[src/rtl/sar_adc_ctrl.sv]
// sar_adc_ctrl: successive-approximation controller for a pad-connected SAR ADC.
// One conversion per start request: track phase, then one settle/decide slot
// per bit from MSB to LSB, then a single-cycle done pulse with the result.
module sar_adc_ctrl #(
    parameter int WIDTH         = 8,
    parameter int SAMPLE_CYCLES = 4,
    parameter int SETTLE_CYCLES = 2
) (
    input  logic             clk,
    input  logic             nRst,
    input  logic             start,
    input  logic             abort,
    input  logic             cmp_in,
    output logic             sample_en,
    output logic [WIDTH-1:0] dac_code,
    output logic             busy,
    output logic             done,
    output logic [WIDTH-1:0] result
);

    localparam int MAXC  = (SAMPLE_CYCLES > SETTLE_CYCLES) ? SAMPLE_CYCLES : SETTLE_CYCLES;
    localparam int CNT_W = (MAXC > 1) ? $clog2(MAXC) : 1;
    localparam int BI_W  = $clog2(WIDTH);

    localparam logic [CNT_W-1:0] CNT_ONE     = CNT_W'(1);
    localparam logic [CNT_W-1:0] SAMPLE_LAST = CNT_W'(SAMPLE_CYCLES - 1);
    localparam logic [CNT_W-1:0] SETTLE_LAST = CNT_W'(SETTLE_CYCLES - 1);
    localparam logic [BI_W-1:0]  BI_ONE      = BI_W'(1);
    localparam logic [BI_W-1:0]  BI_TOP      = BI_W'(WIDTH - 1);
    localparam logic [WIDTH-1:0] CODE_ONE    = WIDTH'(1);
    localparam logic [WIDTH-1:0] CODE_MSB    = CODE_ONE << (WIDTH - 1);

    typedef enum logic [2:0] {
        S_IDLE   = 3'd0,
        S_SAMPLE = 3'd1,
        S_SETTLE = 3'd2,
        S_DECIDE = 3'd3,
        S_DONE   = 3'd4
    } state_t;

    state_t           state_q, state_d;
    logic [CNT_W-1:0] cnt_q, cnt_d;
    logic [BI_W-1:0]  bi_q, bi_d;
    logic [WIDTH-1:0] code_q, code_d;
    logic [WIDTH-1:0] result_q, result_d;
    logic             sample_en_q, sample_en_d;
    logic             busy_q, busy_d;
    logic             done_q, done_d;
    logic             sync1_q, sync2_q;
    logic [WIDTH-1:0] decided_s;

    // Two-flop synchronizer for the asynchronous comparator decision.
    always_ff @(posedge clk or negedge nRst) begin
        if (!nRst) begin
            sync1_q <= 1'b0;
            sync2_q <= 1'b0;
        end else begin
            sync1_q <= cmp_in;
            sync2_q <= sync1_q;
        end
    end

    // State, counters and registered outputs.
    always_ff @(posedge clk or negedge nRst) begin
        if (!nRst) begin
            state_q     <= S_IDLE;
            cnt_q       <= '0;
            bi_q        <= '0;
            code_q      <= '0;
            result_q    <= '0;
            sample_en_q <= 1'b0;
            busy_q      <= 1'b0;
            done_q      <= 1'b0;
        end else begin
            state_q     <= state_d;
            cnt_q       <= cnt_d;
            bi_q        <= bi_d;
            code_q      <= code_d;
            result_q    <= result_d;
            sample_en_q <= sample_en_d;
            busy_q      <= busy_d;
            done_q      <= done_d;
        end
    end

    // Next state; output values are computed for the state being entered.
    always_comb begin
        state_d     = state_q;
        cnt_d       = cnt_q;
        bi_d        = bi_q;
        code_d      = code_q;
        result_d    = result_q;
        sample_en_d = 1'b0;
        busy_d      = 1'b0;
        done_d      = 1'b0;
        // Trial bit is 1, so writing the comparator value clears or keeps it.
        decided_s        = code_q;
        decided_s[bi_q]  = sync2_q;

        case (state_q)
            S_IDLE: begin
                code_d = '0;
                cnt_d  = '0;
                if (start) begin
                    state_d     = S_SAMPLE;
                    busy_d      = 1'b1;
                    sample_en_d = 1'b1;
                end else begin
                    state_d = S_IDLE;
                end
            end
            S_SAMPLE: begin
                if (abort) begin
                    state_d = S_IDLE;
                    code_d  = '0;
                    cnt_d   = '0;
                end else if (cnt_q == SAMPLE_LAST) begin
                    state_d = S_SETTLE;
                    cnt_d   = '0;
                    bi_d    = BI_TOP;
                    code_d  = CODE_MSB;
                    busy_d  = 1'b1;
                end else begin
                    cnt_d       = cnt_q + CNT_ONE;
                    busy_d      = 1'b1;
                    sample_en_d = 1'b1;
                end
            end
            S_SETTLE: begin
                if (abort) begin
                    state_d = S_IDLE;
                    code_d  = '0;
                    cnt_d   = '0;
                end else if (cnt_q == SETTLE_LAST) begin
                    state_d = S_DECIDE;
                    cnt_d   = '0;
                    busy_d  = 1'b1;
                end else begin
                    cnt_d  = cnt_q + CNT_ONE;
                    busy_d = 1'b1;
                end
            end
            S_DECIDE: begin
                if (abort) begin
                    state_d = S_IDLE;
                    code_d  = '0;
                    cnt_d   = '0;
                end else if (bi_q != '0) begin
                    state_d = S_SETTLE;
                    bi_d    = bi_q - BI_ONE;
                    code_d  = decided_s | (CODE_ONE << (bi_q - BI_ONE));
                    busy_d  = 1'b1;
                end else begin
                    state_d  = S_DONE;
                    code_d   = decided_s;
                    result_d = decided_s;
                    done_d   = 1'b1;
                end
            end
            S_DONE: begin
                state_d = S_IDLE;
                code_d  = '0;
            end
            default: begin
                state_d = S_IDLE;
                code_d  = '0;
                cnt_d   = '0;
            end
        endcase
    end

    assign sample_en = sample_en_q;
    assign dac_code  = code_q;
    assign busy      = busy_q;
    assign done      = done_q;
    assign result    = result_q;

endmodule

[config.mk]
export PLATFORM = sky130hd
export DESIGN_NAME = sar_adc_ctrl
export DESIGN_NICKNAME = d
export VERILOG_FILES = /design/src/rtl/sar_adc_ctrl.sv
export SDC_FILE = /design/constraint.sdc
export NUM_CORES = 1
export LEC_CHECK = 0
export BUFFER_PORTS_ARGS = -buffer_cell sky130_fd_sc_hd__buf_2
export CAP_MARGIN = 0
export CELL_PAD_IN_SITES_DETAIL_PLACEMENT = 1
export CELL_PAD_IN_SITES_GLOBAL_PLACEMENT = 1
export CORE_MARGIN = 8
export CORE_UTILIZATION = 35
export DETAILED_ROUTE_END_ITERATION = 10
export PLACE_DENSITY_LB_ADDON = 0.1
export SYNTH_ARGS = -nofsm -noshare
export SYNTH_HDL_FRONTEND = slang
export SYNTH_SLANG_ARGS = --single-unit
[constraint.sdc]
create_clock -name clk -period 4.4 [get_ports clk]
set_input_delay 0.88 -clock clk [delete_from_list [all_inputs] [get_ports clk]]
set_output_delay 0.88 -clock clk [all_outputs]
set_load 0.1 [all_outputs]
==> results of run 1 <==
[routing by layer]
metal  vias up  part of all wire  GRT usage
met5         -                 0          0
met2        20              0.44      0.178
met4         0             0.015     0.0471
met3         8             0.040     0.0391
met1       600              0.51      0.155
li1        603                 -          -
[logic make-up (layout without fill, tap and decap cells)]
family | after synthesis | after routing | synth area share
adders and majority gates | 8 | 8 | 0.0624
AOI/OAI and AO/OA | 43 | 43 | 0.172
DFF | 29 | 29 | 0.452
buffers and inverters | 18 | 38 | 0.0593
and+or+nand+nor | 54 | 54 | 0.197
muxes | 9 | 9 | 0.0562
[per-stage QoR]
| stage | power (mW) | util | worst slack [ns] | instance area, um^2 | hold slack, ns |
|---|---|---|---|---|---|
| 6_report | 0.843 | 0.418 | 2.40 | 1830 | 0.351 |
| 2_1_floorplan | 0.512 | - | 2.61 | 1600 | 0.331 |
| 5_1_grt | 0.890 | 0.418 | 2.27 | 1830 | 0.369 |
| 3_3_place_gp | 0.560 | 0.391 | 2.46 | 1720 | 0.335 |
| 4_1_cts | 0.853 | 0.418 | 2.38 | 1830 | 0.353 |
| 3_5_place_dp | 0.565 | 0.391 | 2.43 | 1720 | 0.336 |
[cell type report]
type,instances,area (um^2)
Multi-Input combinational cell,114,783
Timing Repair Buffer,23,115
Sequential cell,29,726
Clock inverter,3,46.3
Tap cell,52,65.1
Fill cell,506,2550
Inverter,7,26.3
Clock buffer,5,68.8
[power by group through the flow]
stage	sequential [mW]	clock (mW)	combinational [mW]
floorplan	0.374	0	0.137
global placement	0.320	0	0.240
detailed placement	0.321	0	0.244
CTS	0.316	0.292	0.245
global route	0.321	0.306	0.263
finish	0.316	0.287	0.240
[registers in the layout, summed over array words and instances, names as in the netlist, 2 cells and up]
register / flops
cnt_q: 2
result: 8
state_q: 3
bi_q: 3
dac_code: 8
[synth_stat cells, types with 2 or more instances]
| library cell | n |
|---|---|
| a21oi_1 | 18 |
| and3_1 | 2 |
| a32oi_1 | 3 |
| buf_2 | 6 |
| nand2_1 | 10 |
| a21o_1 | 2 |
| dfrtp_1 | 29 |
| nand3b_1 | 2 |
| o21ai_0 | 7 |
| nor2_1 | 14 |
| nor3_1 | 8 |
| ha_1 | 8 |
| o221ai_1 | 3 |
| nand3_1 | 6 |
| inv_1 | 7 |
| buf_6 | 2 |
| mux2i_1 | 9 |
| nand2b_1 | 2 |
[worst register-to-register path: cells and delay by family (launching register included)]
kind            cells  cell delay [ns]
flops               1             0.55
compound gates      2             0.43
simple gates        1             0.35
fa+ha+maj           1             0.30
buf+inv             1             0.19
[worst paths after layout]
kind	start	end	slack, ns	depth (start not counted)
max	dac_code[0]	dac_code[0]	2.40	1
min	sync1_q	sync2_q	0.35	0
max reg2reg	bi_q[0]	busy	2.47	5
min in group asynchronous	nRst	busy	0.62	1
max in group asynchronous	nRst	result[7]	3.35	1
min reg2reg	sync1_q	sync2_q	0.35	0
==> results.py, run 1 <==
metrics = {
    "clock_network": {
        "root_buffer": "clkbuf_8",
        "cts_setup_buffers": 0,
        "clk_latency_ns": 0.29,
        "clock_tree.buffer_depth": 2,
        "cts_hold_buffers": 0,
        "cts.repair.resized": 0,
        "clk_transition_reported_paths_ns": 0.07,
        "htree_num_levels": 2,
        "cts_buffers": 5,
        "clock_sinks": 29,
        "cts_tree": "yes",
    },
    "final_layout": {
        "syn2layout_area_growth_pct": 14.1,
        "drive_above_1_share": 0.215,
        "finalNonFillerCells": 233,
        "antenna_cells": 0,
        "mostFrequentLayoutCell": "dfrtp_1",
        "nNetsFinal": 193,
        "final_cell_mix": "29 x dfrtp_1, 23 x buf_2, 18 x a21oi_1",
    },
    "floorplanning": {
        "core_um2": 4380,
        "chipWidth_um": 83.7,
        "start_util": 0.366,
        "die_h_um": 83.7,
        "die-area_um2": 7000,
        "ios": 24,
        "placementRows": 24,
    },
    "pwr": {
        "p_seq_frac": 0.375,
        "power_leakage_nw": 0.894,
        "ir_worst_vdd_v": 0.000218,
        "pwr-share-clk": 0.341,
        "combinationalPowerShare": 0.285,
        "power_density_nw_per_um2": 461,
        "p_int_mw": 0.523,
        "swShare": 0.379,
        "p_switching_mw": 0.320,
    },
    "timing": {
        "hold_violations": 0,
        "fin_setup_tns_ns": 0,
        "period_needed_ns": 2.00,
        "rsz0062_at_grt": "false",
        "fmax_mhz": 500,
        "fin_skew_ns": 0.00634,
        "worst_pin_slew_ns": 0.669,
        "slew_violations": 0,
        "slew_headroom": 0.554,
        "period_share": 0.454,
        "finalSetupViolations": 0,
    },
    "synthesis": {
        "synthCells": 161,
        "netlist_area_um2": 1600,
        "syn_avg_cell_area_um2": 9.96,
        "ys.flop_type": "dfrtp_1",
        "yosys_warnings": 0,
        "synth_fp_nets": 174,
        "yosysSeqAreaShare": 0.452,
        "synth-edff-count": 0,
        "post_synth_num_cell_types": 41,
        "synthArstFlopShare": 1.00,
        "synth_top_area_cell": "dfrtp_1",
        "synth_area_leaders": "dfrtp_1 45%, ha_1 6.2%, a21oi_1 5.6%, mux2i_1 5.6%, nor2_1 3.3%",
        "synth_top_cell_area_share": 0.452,
        "synth-seq-cells": 29,
    },
    "critical_path": {
        "cp_data_arrival_time_ns": 1.12,
        "critical_path_required_ns": 3.52,
        "start_kind": "flip-flop",
        "path_class": "flip-flop to primary output",
        "cp_num_buf_inv": 1,
        "cp_slowest_cell": "buf_2",
        "cp_top_family": "buffers and inverters",
        "slowest_delay_ns": 0.45,
        "path_cells": "buf_2",
        "crit_fanout": 3,
        "critPathCaptureType": "primary output",
    },
    "routing": {
        "vias_per_cell": 5.28,
        "wl_per_cell_um": 17.3,
        "antenna_left": 0,
        "drt-pass1-iter-count": 4,
        "first_iter_violations": 61,
        "drcViolationCount": 0,
        "drt_wl_total_um": 4020,
        "routed-via-count": 1231,
    },
    "global_routing": {
        "track_usage": 0.120,
        "grt_max_degree": 30,
        "grt_pass1_wl_um": 6790,
        "gr-total-overflow": 0,
        "antenna_found_initial": 0,
        "grt_pass1_vias": 1302,
    },
    "placement": {
        "dpl.hpwl_um": 2980,
        "io_buffer_count": 23,
        "dp_cells": 225,
        "place.gp.congestion": 0.773,
    },
    "run_status": {
        "status": "complete, no violations",
    },
    "min_path": {
        "hold_path_class": "flip-flop to flip-flop",
    },
    "job": {
        "cap_viol_max_count": 0,
    },
}
Power figures use the tool's default switching activity.
==> inputs of run 2 (changes only) <==
Settings changed: ABC_AREA from default to 1.
Clock period 4.4 ns to 2 ns, I/O delays scaled along.
==> run 2 against run 1 <==
Against the previous run:
- critical path type is now flip-flop to flip-flop
- global-route usage is essentially flat
- non-clock buffer count is the same
- routed wire length shrank 1.5%
- worst hold slack lost 0.20 ns
- area after synthesis shrank 2.0%
==> results.py, run 2 <==
metrics = {
    "run_status": {
        "status": "complete, no violations",
    },
    "floorplanning": {
        "chipWidth_um": 83.0,
        "die-area_um2": 6890,
        "placementRows": 24,
        "start_util": 0.361,
        "core_um2": 4350,
        "die_h_um": 83.0,
        "ios": 24,
    },
    "timing": {
        "fin_skew_ns": 0.00740,
        "worst_pin_slew_ns": 0.662,
        "setup_ws_ns": 0.247,
        "whs_ns": 0.147,
        "hold_violations": 0,
        "slew_violations": 0,
        "finalSetupViolations": 0,
        "slew_headroom": 0.559,
        "rsz0062_at_grt": "false",
        "period_needed_ns": 1.75,
        "fmax_mhz": 571,
        "period_share": 0.876,
        "fin_setup_tns_ns": 0,
    },
    "routing": {
        "drt_wl_total_um": 3960,
        "drt-pass1-iter-count": 3,
        "first_iter_violations": 23,
        "drcViolationCount": 0,
        "routed-via-count": 1338,
        "wl_per_cell_um": 14.3,
        "antenna_left": 0,
        "vias_per_cell": 4.83,
    },
    "clock_network": {
        "cts_setup_buffers": 0,
        "cts_buffers": 5,
        "clock_sinks": 29,
        "cts_hold_buffers": 0,
        "clock_tree.buffer_depth": 2,
        "clk_latency_ns": 0.28,
        "cts_tree": "yes",
        "root_buffer": "clkbuf_8",
        "cts.repair.resized": 0,
        "clk_transition_reported_paths_ns": 0.06,
        "htree_num_levels": 2,
    },
    "critical_path": {
        "crit_fanout": 9,
        "critPathLaunch": "bi_q[0]",
        "crit-reg2reg-launch": "bi_q[0]",
        "crit_top_cell": "nand2_1",
        "slowest_delay_ns": 0.46,
        "cp_top_family": "simple AND/OR/NAND/NOR gates",
        "start_kind": "flip-flop",
        "cp_data_arrival_time_ns": 1.98,
        "r2r_slack_ns": 0.25,
        "critical_path_required_ns": 2.22,
        "cp_num_buf_inv": 3,
        "cp_slowest_cell": "dfrtp_2",
        "critPathCaptureType": "flip-flop",
        "path_class": "flip-flop to flip-flop",
        "path_cells": "inv_1 -> ha_1 -> inv_1 -> nor2_2 -> inv_1 -> nand2_1 -> nand2_1 -> nand2_1 -> nand2_1 -> nand2_1",
    },
    "synthesis": {
        "syn_avg_cell_area_um2": 7.98,
        "synth-seq-cells": 29,
        "ys.flop_type": "dfrtp_1",
        "synth_top_area_cell": "dfrtp_1",
        "synth-edff-count": 0,
        "synthCells": 197,
        "netlist_area_um2": 1570,
        "synth_fp_nets": 210,
        "post_synth_num_cell_types": 24,
        "synthArstFlopShare": 1.00,
        "yosys_warnings": 0,
        "synth_top_cell_area_share": 0.461,
        "yosysMostFrequentCell": "nand2_1",
        "synth_area_leaders": "dfrtp_1 46%, nand2_1 18%, nand3_1 7.0%, ha_1 6.4%, inv_1 5.0%",
        "yosysSeqAreaShare": 0.461,
        "synth_common_cells": "74 x nand2_1, 29 x dfrtp_1, 22 x nand3_1, 21 x inv_1, 8 x ha_1",
    },
    "final_layout": {
        "drive_above_1_share": 0.196,
        "multi_input_area_um2": 729,
        "final_cell_mix": "74 x nand2_1, 27 x dfrtp_1, 23 x buf_2",
        "syn2layout_area_growth_pct": 15.2,
        "seq_area_um2": 728,
        "antenna_cells": 0,
        "nNetsFinal": 237,
        "mostFrequentLayoutCell": "nand2_1",
        "nFillCells": 552,
    },
    "placement": {
        "dpl.hpwl_um": 3020,
        "io_buffer_count": 23,
        "place.gp.congestion": 0.799,
        "dp_slack_ns": 0.180,
    },
    "global_routing": {
        "grt_pass1_vias": 1445,
        "antenna_found_initial": 0,
        "grt_pass1_wl_um": 6830,
        "gr-total-overflow": 0,
        "track_usage": 0.120,
        "grt_max_degree": 30,
    },
    "pwr": {
        "swShare": 0.551,
        "p_int_mw": 1.32,
        "p_switching_mw": 1.62,
        "p_seq_frac": 0.307,
        "total_power_mw": 2.94,
        "power_density_nw_per_um2": 1620,
        "power_leakage_nw": 1.05,
        "ir_worst_vdd_v": 0.000545,
        "pwr-share-clk": 0.156,
        "combinationalPowerShare": 0.537,
    },
    "min_path": {
        "hold_path_class": "primary input to asynchronous set/reset pin",
    },
    "job": {
        "cap_viol_max_count": 0,
    },
}
-- run 2: area by class of cell --
type                       count  share of cell area
tap                           52              0.0359
clock buffer                   8              0.0442
sequential                    29               0.402
multi-input combinational    142               0.403
inverter                      23              0.0518
timing repair buffer          23              0.0635
-- run 2: kinds of logic (layout without fill, tap and decap cells) --
group	count (synthesis)	in the layout	synth area share
xor+xnor	2	2	0.0111
buf+inv	26	54	0.0748
flops	29	29	0.461
simple gates	113	113	0.313
fa+ha+maj	8	8	0.0636
compound gates	19	19	0.0764
-- run 2: per-layer routing --
layer  share of wire  wire, um  global-route usage
met5               0         0                   0
met4           0.013        53              0.0383
met3           0.036       142              0.0391
met2            0.49      1950               0.211
met1            0.46      1820               0.133
-- run 2: path summary, 6_finish.rpt --
kind / endpoint / cells past startpoint
setup / recovery: bi_q[2] / 10
hold / removal: dac_code[1] / 1
setup reg to reg: bi_q[2] / 10
hold reg to reg: sync2_q / 0
max in group asynchronous: bi_q[0] / 1
min in group clk: sync1_q / 1
-- run 2: stage by stage --
stage               utilization  std cells  cell area (um^2)
finish                    0.416        277              1810
global route              0.416        277              1810
CTS                       0.416        277              1810
detailed placement        0.397        269              1730
global placement          0.397        269              1730
floorplan                     -        197              1570
-- run 2: power by group through the flow --
| stage | combinational [mW] | clock, mW | sequential, mW |
|---|---|---|---|
| CTS | 1.60 | 0.474 | 0.899 |
| detailed placement | 1.60 | 0 | 0.909 |
| floorplan | 0.728 | 0 | 1.46 |
| finish | 1.58 | 0.459 | 0.903 |
| global route | 1.73 | 0.505 | 0.926 |
| global placement | 1.57 | 0 | 0.895 |
